[src/rtl/uart_tx_rx_pair_if.sv]
// ---------------------------------------------------------------------------
// uart_tx_rx_pair_if
// Bundles the parallel/serial signals of the UART pair so the design and its
// user share one port list.
//   tx_data  : word to transmit (user -> UART)
//   tx_rq    : send request, level sampled on the clock (user -> UART)
//   tx_busy  : frame in progress on txd (UART -> user)
//   txd      : serial output, idles high (UART -> line)
//   rxd      : serial input (line -> UART)
//   rx_data  : last good received word (UART -> user)
//   rx_ready : one-cycle pulse, rx_data updated (UART -> user)
//   rx_error : one-cycle pulse, stop bit sampled low (UART -> user)
// Modports: slave = UART side, master = user/line side.
// ---------------------------------------------------------------------------
interface uart_tx_rx_pair_if #(
    parameter int SIZE = 8
);
    logic [SIZE-1:0] tx_data;
    logic            tx_rq;
    logic            tx_busy;
    logic            txd;
    logic            rxd;
    logic [SIZE-1:0] rx_data;
    logic            rx_ready;
    logic            rx_error;

    modport master (
        output tx_data, tx_rq, rxd,
        input  tx_busy, txd, rx_data, rx_ready, rx_error
    );

    modport slave (
        input  tx_data, tx_rq, rxd,
        output tx_busy, txd, rx_data, rx_ready, rx_error
    );
endinterface

[src/rtl/uart_tx_rx_pair.sv]
// ---------------------------------------------------------------------------
// uart_tx_rx_pair
// Single-clock UART transmitter and receiver. Frame: start bit (0), SIZE data
// bits LSB first, stop bit (1); every bit lasts CLKS_PER_BIT clocks.
// Ports:
//   i_clk   : system clock, all logic on the rising edge
//   i_reset : asynchronous, active-low reset; aborts any frame in progress
//   bus     : uart_tx_rx_pair_if.slave (tx_data, tx_rq, tx_busy, txd, rxd,
//             rx_data, rx_ready, rx_error)
// rxd is used without a synchroniser: it must come from this clock domain.
// ---------------------------------------------------------------------------
module uart_tx_rx_pair #(
    parameter int SIZE         = 8,
    parameter int CLKS_PER_BIT = 1
) (
    input  logic                  i_clk,
    input  logic                  i_reset,
    uart_tx_rx_pair_if.slave      bus
);
    localparam int CW  = $clog2(CLKS_PER_BIT + 1);
    localparam int BW  = (SIZE > 1) ? $clog2(SIZE) : 1;
    localparam int MID = (CLKS_PER_BIT - 1) / 2;

    localparam logic [CW-1:0] TX_LAST  = CW'(CLKS_PER_BIT - 1);
    localparam logic [CW-1:0] RX_BIT   = CW'(CLKS_PER_BIT);
    localparam logic [CW-1:0] RX_MID   = CW'(MID);
    localparam logic [BW-1:0] LAST_BIT = BW'(SIZE - 1);

    typedef enum logic [1:0] {TX_IDLE, TX_START, TX_DATA, TX_STOP} tx_state_t;
    typedef enum logic [2:0] {RX_IDLE, RX_START, RX_DATA, RX_STOP, RX_WAIT_IDLE} rx_state_t;

    tx_state_t       r_tx_state, w_tx_state;
    logic [CW-1:0]   r_tx_cnt,   w_tx_cnt;
    logic [BW-1:0]   r_tx_bit,   w_tx_bit;
    logic [SIZE-1:0] r_tx_shift, w_tx_shift;
    logic            r_txd,      w_txd;
    logic            r_tx_busy,  w_tx_busy;

    rx_state_t       r_rx_state, w_rx_state;
    logic [CW-1:0]   r_rx_cnt,   w_rx_cnt;
    logic [BW-1:0]   r_rx_bit,   w_rx_bit;
    logic [SIZE-1:0] r_rx_shift, w_rx_shift;
    logic [SIZE-1:0] r_rx_data,  w_rx_data;
    logic            r_rx_ready, w_rx_ready;
    logic            r_rx_error, w_rx_error;

    // TX next state: txd/tx_busy are computed one edge ahead so they come straight from flops.
    always_comb begin
        w_tx_state = r_tx_state;
        w_tx_cnt   = r_tx_cnt;
        w_tx_bit   = r_tx_bit;
        w_tx_shift = r_tx_shift;
        w_txd      = r_txd;
        w_tx_busy  = r_tx_busy;
        case (r_tx_state)
            TX_IDLE: begin
                if (bus.tx_rq) begin
                    w_tx_state = TX_START;
                    w_tx_cnt   = '0;
                    w_tx_bit   = '0;
                    w_tx_shift = bus.tx_data;
                    w_txd      = 1'b0;
                    w_tx_busy  = 1'b1;
                end else begin
                    w_txd      = 1'b1;
                    w_tx_busy  = 1'b0;
                end
            end
            TX_START: begin
                if (r_tx_cnt == TX_LAST) begin
                    w_tx_state = TX_DATA;
                    w_tx_cnt   = '0;
                    w_txd      = r_tx_shift[0];
                    w_tx_shift = r_tx_shift >> 1;
                end else begin
                    w_tx_cnt   = r_tx_cnt + CW'(1);
                end
            end
            TX_DATA: begin
                if (r_tx_cnt == TX_LAST) begin
                    w_tx_cnt = '0;
                    if (r_tx_bit == LAST_BIT) begin
                        w_tx_state = TX_STOP;
                        w_txd      = 1'b1;
                    end else begin
                        w_tx_bit   = r_tx_bit + BW'(1);
                        w_txd      = r_tx_shift[0];
                        w_tx_shift = r_tx_shift >> 1;
                    end
                end else begin
                    w_tx_cnt = r_tx_cnt + CW'(1);
                end
            end
            TX_STOP: begin
                // A request pending here is taken in IDLE, i.e. once tx_busy reads 0.
                if (r_tx_cnt == TX_LAST) begin
                    w_tx_state = TX_IDLE;
                    w_tx_cnt   = '0;
                    w_txd      = 1'b1;
                    w_tx_busy  = 1'b0;
                end else begin
                    w_tx_cnt   = r_tx_cnt + CW'(1);
                end
            end
            default: begin
                w_tx_state = TX_IDLE;
                w_tx_cnt   = '0;
                w_tx_bit   = '0;
                w_txd      = 1'b1;
                w_tx_busy  = 1'b0;
            end
        endcase
    end

    // RX next state: r_rx_cnt counts edges since the last reference sample, so a
    // data/stop sample falls where it equals CLKS_PER_BIT.
    always_comb begin
        w_rx_state = r_rx_state;
        w_rx_cnt   = r_rx_cnt;
        w_rx_bit   = r_rx_bit;
        w_rx_shift = r_rx_shift;
        w_rx_data  = r_rx_data;
        w_rx_ready = 1'b0;
        w_rx_error = 1'b0;
        case (r_rx_state)
            RX_IDLE: begin
                if (!bus.rxd) begin
                    w_rx_bit = '0;
                    w_rx_cnt = CW'(1);
                    // With a zero mid-point offset the detecting edge is itself the start check.
                    if (MID == 0) begin
                        w_rx_state = RX_DATA;
                    end else begin
                        w_rx_state = RX_START;
                    end
                end else begin
                    w_rx_state = RX_IDLE;
                end
            end
            RX_START: begin
                if (r_rx_cnt == RX_MID) begin
                    w_rx_cnt = CW'(1);
                    if (bus.rxd) begin
                        w_rx_state = RX_IDLE;
                    end else begin
                        w_rx_state = RX_DATA;
                    end
                end else begin
                    w_rx_cnt = r_rx_cnt + CW'(1);
                end
            end
            RX_DATA: begin
                if (r_rx_cnt == RX_BIT) begin
                    w_rx_cnt   = CW'(1);
                    w_rx_shift = SIZE'({bus.rxd, r_rx_shift} >> 1);
                    if (r_rx_bit == LAST_BIT) begin
                        w_rx_state = RX_STOP;
                    end else begin
                        w_rx_bit   = r_rx_bit + BW'(1);
                    end
                end else begin
                    w_rx_cnt = r_rx_cnt + CW'(1);
                end
            end
            RX_STOP: begin
                if (r_rx_cnt == RX_BIT) begin
                    w_rx_cnt = '0;
                    if (bus.rxd) begin
                        w_rx_data  = r_rx_shift;
                        w_rx_ready = 1'b1;
                        w_rx_state = RX_IDLE;
                    end else begin
                        w_rx_error = 1'b1;
                        w_rx_state = RX_WAIT_IDLE;
                    end
                end else begin
                    w_rx_cnt = r_rx_cnt + CW'(1);
                end
            end
            RX_WAIT_IDLE: begin
                // Stay off the line until it returns high, so a stuck-low rxd is not read as a new start.
                if (bus.rxd) begin
                    w_rx_state = RX_IDLE;
                end else begin
                    w_rx_state = RX_WAIT_IDLE;
                end
            end
            default: begin
                w_rx_state = RX_IDLE;
                w_rx_cnt   = '0;
                w_rx_bit   = '0;
            end
        endcase
    end

    // State and output registers for both directions.
    always_ff @(posedge i_clk or negedge i_reset) begin
        if (!i_reset) begin
            r_tx_state <= TX_IDLE;
            r_tx_cnt   <= '0;
            r_tx_bit   <= '0;
            r_tx_shift <= '0;
            r_txd      <= 1'b1;
            r_tx_busy  <= 1'b0;
            r_rx_state <= RX_IDLE;
            r_rx_cnt   <= '0;
            r_rx_bit   <= '0;
            r_rx_shift <= '0;
            r_rx_data  <= '0;
            r_rx_ready <= 1'b0;
            r_rx_error <= 1'b0;
        end else begin
            r_tx_state <= w_tx_state;
            r_tx_cnt   <= w_tx_cnt;
            r_tx_bit   <= w_tx_bit;
            r_tx_shift <= w_tx_shift;
            r_txd      <= w_txd;
            r_tx_busy  <= w_tx_busy;
            r_rx_state <= w_rx_state;
            r_rx_cnt   <= w_rx_cnt;
            r_rx_bit   <= w_rx_bit;
            r_rx_shift <= w_rx_shift;
            r_rx_data  <= w_rx_data;
            r_rx_ready <= w_rx_ready;
            r_rx_error <= w_rx_error;
        end
    end

    assign bus.txd      = r_txd;
    assign bus.tx_busy  = r_tx_busy;
    assign bus.rx_data  = r_rx_data;
    assign bus.rx_ready = r_rx_ready;
    assign bus.rx_error = r_rx_error;

endmodule

[src/flat_wrapper.sv]
// flat-port wrapper written by rule: the top's interface ports become plain ports
module uart_tx_rx_pair_flat 
#(
    parameter int SIZE         = 8,
    parameter int CLKS_PER_BIT = 1
)
  (i_clk, i_reset, bus_tx_data, bus_tx_rq, bus_rxd, bus_tx_busy, bus_txd, bus_rx_data, bus_rx_ready, bus_rx_error);
  uart_tx_rx_pair_if #(.SIZE(SIZE)) bus_i ();
  input  logic i_clk;
  input  logic i_reset;
  input wire logic [$bits(bus_i.tx_data)-1:0] bus_tx_data;
  input wire logic [$bits(bus_i.tx_rq)-1:0] bus_tx_rq;
  input wire logic [$bits(bus_i.rxd)-1:0] bus_rxd;
  output wire logic [$bits(bus_i.tx_busy)-1:0] bus_tx_busy;
  output wire logic [$bits(bus_i.txd)-1:0] bus_txd;
  output wire logic [$bits(bus_i.rx_data)-1:0] bus_rx_data;
  output wire logic [$bits(bus_i.rx_ready)-1:0] bus_rx_ready;
  output wire logic [$bits(bus_i.rx_error)-1:0] bus_rx_error;
  assign bus_i.tx_data = bus_tx_data;
  assign bus_i.tx_rq = bus_tx_rq;
  assign bus_i.rxd = bus_rxd;
  assign bus_tx_busy = bus_i.tx_busy;
  assign bus_txd = bus_i.txd;
  assign bus_rx_data = bus_i.rx_data;
  assign bus_rx_ready = bus_i.rx_ready;
  assign bus_rx_error = bus_i.rx_error;
  uart_tx_rx_pair #(.SIZE(SIZE), .CLKS_PER_BIT(CLKS_PER_BIT)) u_core (.i_clk(i_clk), .i_reset(i_reset), .bus(bus_i));
endmodule
[config.mk]
export PLATFORM = sky130hd
export DESIGN_NAME = uart_tx_rx_pair_flat
export DESIGN_NICKNAME = d
export VERILOG_FILES = /design/src/rtl/uart_tx_rx_pair_if.sv /design/src/rtl/uart_tx_rx_pair.sv /design/src/flat_wrapper.sv
export SDC_FILE = /design/constraint.sdc
export NUM_CORES = 1
export LEC_CHECK = 0
export ABC_AREA = 1
export BUFFER_PORTS_ARGS = -buffer_cell sky130_fd_sc_hd__buf_2
export CAP_MARGIN = 40
export CORE_ASPECT_RATIO = 1.75
export CORE_MARGIN = 10
export CORE_UTILIZATION = 55
export DETAILED_ROUTE_END_ITERATION = 10
export GPL_TIMING_DRIVEN = 1
export PLACE_DENSITY = 0.76
export SLEW_MARGIN = 10
export SYNTH_ARGS = -nofsm -noshare
export SYNTH_HDL_FRONTEND = slang
export SYNTH_SLANG_ARGS = --single-unit
[constraint.sdc]
create_clock -name i_clk -period 3.6 [get_ports i_clk]
set_input_delay 0.18 -clock i_clk [delete_from_list [all_inputs] [get_ports i_clk]]
set_output_delay 0.18 -clock i_clk [all_outputs]
set_load 0.02 [all_outputs]
==> flow_metrics.env <==
export IMPL_status="finished, final reports clean"
export IMPL_die_area_sq_um=6394
export IMPL_detailed_place_hpwl_mm=2.617
export IMPL_path_max_fanout=15
export IMPL_internal_power_mw=1.197
export IMPL_cellLeakagePower_nw=1.124
export IMPL_fin_util_pct=65.02
export IMPL_critPathTopFamily="simple AND/OR/NAND/NOR gates"
export IMPL_h_tree_depth=2
export IMPL_routedWlPerCell_um=11.98
export IMPL_power_share_clock_pct=18.5
export IMPL_setup_viol=0
export IMPL_fin_crit_sh_pct=50.85
export IMPL_placed_cells=278
export IMPL_place_congestion=0.7957
export IMPL_dpl_cell_area_sq_um=2078
export IMPL_areaGrowthSynthToFinish_pct=13.94
export IMPL_dr_pass1_iters=5
export IMPL_relSlewSlack_pct=67.63
export IMPL_yosysSeqAreaShare_pct=51.68
export IMPL_cp_slowest_cell="dfrtp_1"
export IMPL_grt_start_max_net_pins=36
export IMPL_seq_power_share_pct=37.2
export IMPL_drv_cap=0
export IMPL_tns_ns=0
export IMPL_holdWs_ns=0.06541
export IMPL_yosys_cell_types_count=22
export IMPL_cts_made_buffers=5
export IMPL_cts_sinks=40
export IMPL_synthCells=214
export IMPL_die_y_um=98.55
export IMPL_cp_required_ns=3.78
export IMPL_grt_pass1_wl_mm=6.279
export IMPL_drc=0
export IMPL_r2r_slack_ns=1.77
export IMPL_tightest_slew_ns=0.4850
export IMPL_place_ws_ns=1.779
export IMPL_syn_avg_cell_area_sq_um=9.062
export IMPL_syn_nets=235
export IMPL_cts_resized=0
export IMPL_path_cells="inv_1 > ha_1 > nand2_1 > nand2_1 > nor2_2 > o21ai_0 > o21a_1"
export IMPL_critical_path_buf_inv_count=1
export IMPL_hold_class="input pin to flip-flop"
export IMPL_routed_wl_mm=3.439
export IMPL_yosys_top_cells_area="dfrtp_1, nand2_1, o21ai_0, ha_1, inv_1"
export IMPL_worst_clock_skew_ns=0.005325
export IMPL_power_mw=2.048
export IMPL_core_area_sq_um=3398
export IMPL_synth_edf_count=0
export IMPL_rows=28
export IMPL_cts_root_buf="clkbuf_8"
export IMPL_peakVddDrop_v=0.0005493
export IMPL_clk_pin_slew_ns=0.08
export IMPL_layoutNonFillerInstCount=287
export IMPL_grt_setup_unrepaired="false"
export IMPL_via_per_inst=5.136
export IMPL_synth_async_reset_ratio_pct=100.0
export IMPL_synth_area_sq_um=1939
export IMPL_die_width_um=64.89
export IMPL_critPathLaunchType="flip-flop"
export IMPL_cts_tree="built"
export IMPL_synth_ff_type="dfrtp_1"
export IMPL_drv_slew=0
export IMPL_yosysTopAreaCell="dfrtp_1"
export IMPL_path_class="flip-flop to flip-flop"
export IMPL_sw_frac_of_total_pct=41.53
export IMPL_ios=24
export IMPL_critPathMostFrequentCell="nand2_1"
export IMPL_timing_final_hold_violations=0
export IMPL_critPathArrivalTime_ns=2.01
export IMPL_ys_seq_elements=40
export IMPL_nets=262
export IMPL_drive_gt1_share_pct=19.83
export IMPL_endpoint_kind="flip-flop"
export IMPL_p_switching_mw=0.8504
export IMPL_vias=1474
export IMPL_port_buffers=23
export IMPL_critPathMaxStageDelay_ns=0.39
export IMPL_synth_top_area_share_pct=50.32
export IMPL_grt_overflow_total=0
export IMPL_diodes=0
export IMPL_powerDensity_nw_per_um2=926.8
export IMPL_yosysWarnings=0
export IMPL_clk_path_buf_depth=2
export IMPL_clock_latency_ns=0.29
export IMPL_ant_nets=0
export IMPL_fmax_mhz=546.3
export IMPL_finalInstanceArea_sq_um=2210
export IMPL_start_util_pct=57.07
export IMPL_drt_first_iter_violations=43
export IMPL_p_comb_share_pct=44.4
export IMPL_setup_ws_ns=1.770
export IMPL_grt_usage_pct=12.04
export IMPL_fin_crit_ns=1.830
export IMPL_antenna_found_initial=0
export IMPL_first_global_vias=1489
==> power groups by stage <==
stage	registers, mW	clock network, mW	logic, mW
4_1_cts	0.761	0.387	0.927
6_report	0.761	0.378	0.909
5_1_grt	0.787	0.404	1.06
3_3_place_gp	0.765	0	0.896
2_1_floorplan	0.813	0	0.697
3_5_place_dp	0.770	0	0.917
==> layout make-up <==
class / count / area (sq um)
tap: 45 / 56.30
multi-input combinational: 144 / 790.8
clock buffer: 6 / 82.58
fill: 315 / 1189
clock inverter: 2 / 38.79
timing repair buffer: 25 / 145.1
sequential: 40 / 1002
inverter: 25 / 93.84
==> cells by family (layout without fill, tap and decap cells) <==
group	after synthesis	in the layout	synth area share, %
flops	40	40	51.68
buf+inv	30	58	7.548
simple gates	89	89	20.32
compound gates	46	46	14.65
fa+ha+maj	9	9	5.807
==> layer usage <==
layer | GRT usage (%) | vias up | part of all wire [%]
li1 | - | 747 | -
met1 | 11.99 | 698 | 40
met2 | 21.34 | 25 | 55
met3 | 4.422 | 4 | 4.4
met4 | 5.464 | 0 | 1.0
met5 | 0 | - | 0
==> path summary, 6_finish.rpt <==
check | from | end | cells after the start
max | u_core.r_tx_state[0]$_DFFE_PN0P_ | u_core.r_tx_shift[5]$_DFFE_PN0P_ | 7
max reg2reg | u_core.r_tx_state[0]$_DFFE_PN0P_ | u_core.r_tx_shift[5]$_DFFE_PN0P_ | 7
min reg2reg | u_core.r_rx_shift[0]$_DFFE_PN0P_ | u_core.bus.rx_data[0]$_DFFE_PN0P_ | 2
max in group asynchronous | i_reset | u_core.bus.txd$_DFF_PN1_ | 3
min in group asynchronous | i_reset | u_core.bus.rx_data[0]$_DFFE_PN0P_ | 2
min | bus_tx_rq | u_core.bus.txd$_DFF_PN1_ | 2
==> sequential cells by signal, indices dropped and copies added (netlist names) <==
| signal | flops |
|---|---|
| u_core.bus.rx_data | 8 |
| u_core.bus.tx_busy | 1 |
| u_core.r_tx_shift | 8 |
| u_core.bus.txd | 1 |
| u_core.bus.rx_error | 1 |
| u_core.r_rx_cnt | 1 |
| u_core.r_rx_shift | 8 |
| u_core.r_tx_state | 2 |
| u_core.r_tx_bit | 3 |
| u_core.r_rx_bit | 3 |
| u_core.bus.rx_ready | 1 |
| u_core.r_rx_state | 3 |
==> Yosys cell counts, types with 2 or more instances <==
library cell / n
a21oi_1: 4
buf_6: 4
dfrtp_1: 39
ha_1: 9
inv_1: 23
inv_2: 2
nand2_1: 48
nand3_1: 9
nor2_1: 23
nor3_1: 4
o211ai_1: 2
o21a_1: 6
o21ai_0: 25
o21ai_2: 8
==> cells in the final DEF (no fill, tap or decap), types with 2 or more instances in the layout <==
| cell type | n |
|---|---|
| o21ai_2 | 8 |
| a21oi_1 | 4 |
| inv_1 | 23 |
| nand3_1 | 9 |
| ha_1 | 9 |
| dfrtp_1 | 39 |
| o21ai_0 | 25 |
| nor3_1 | 4 |
| nor2_1 | 23 |
| o211ai_1 | 2 |
| o21a_1 | 6 |
| buf_2 | 23 |
| nand2_1 | 48 |
| inv_2 | 2 |
| clkbuf_8 | 6 |
==> what timing repair did <==
| item | 4_1_cts | 5_1_grt |
|---|---|---|
| hold buffers | 1 | 0 |
| setup buffers | 0 | 0 |
| hold endpoints to repair | 39 | 0 |
No activity file was read; power rests on OpenSTA's default activity.
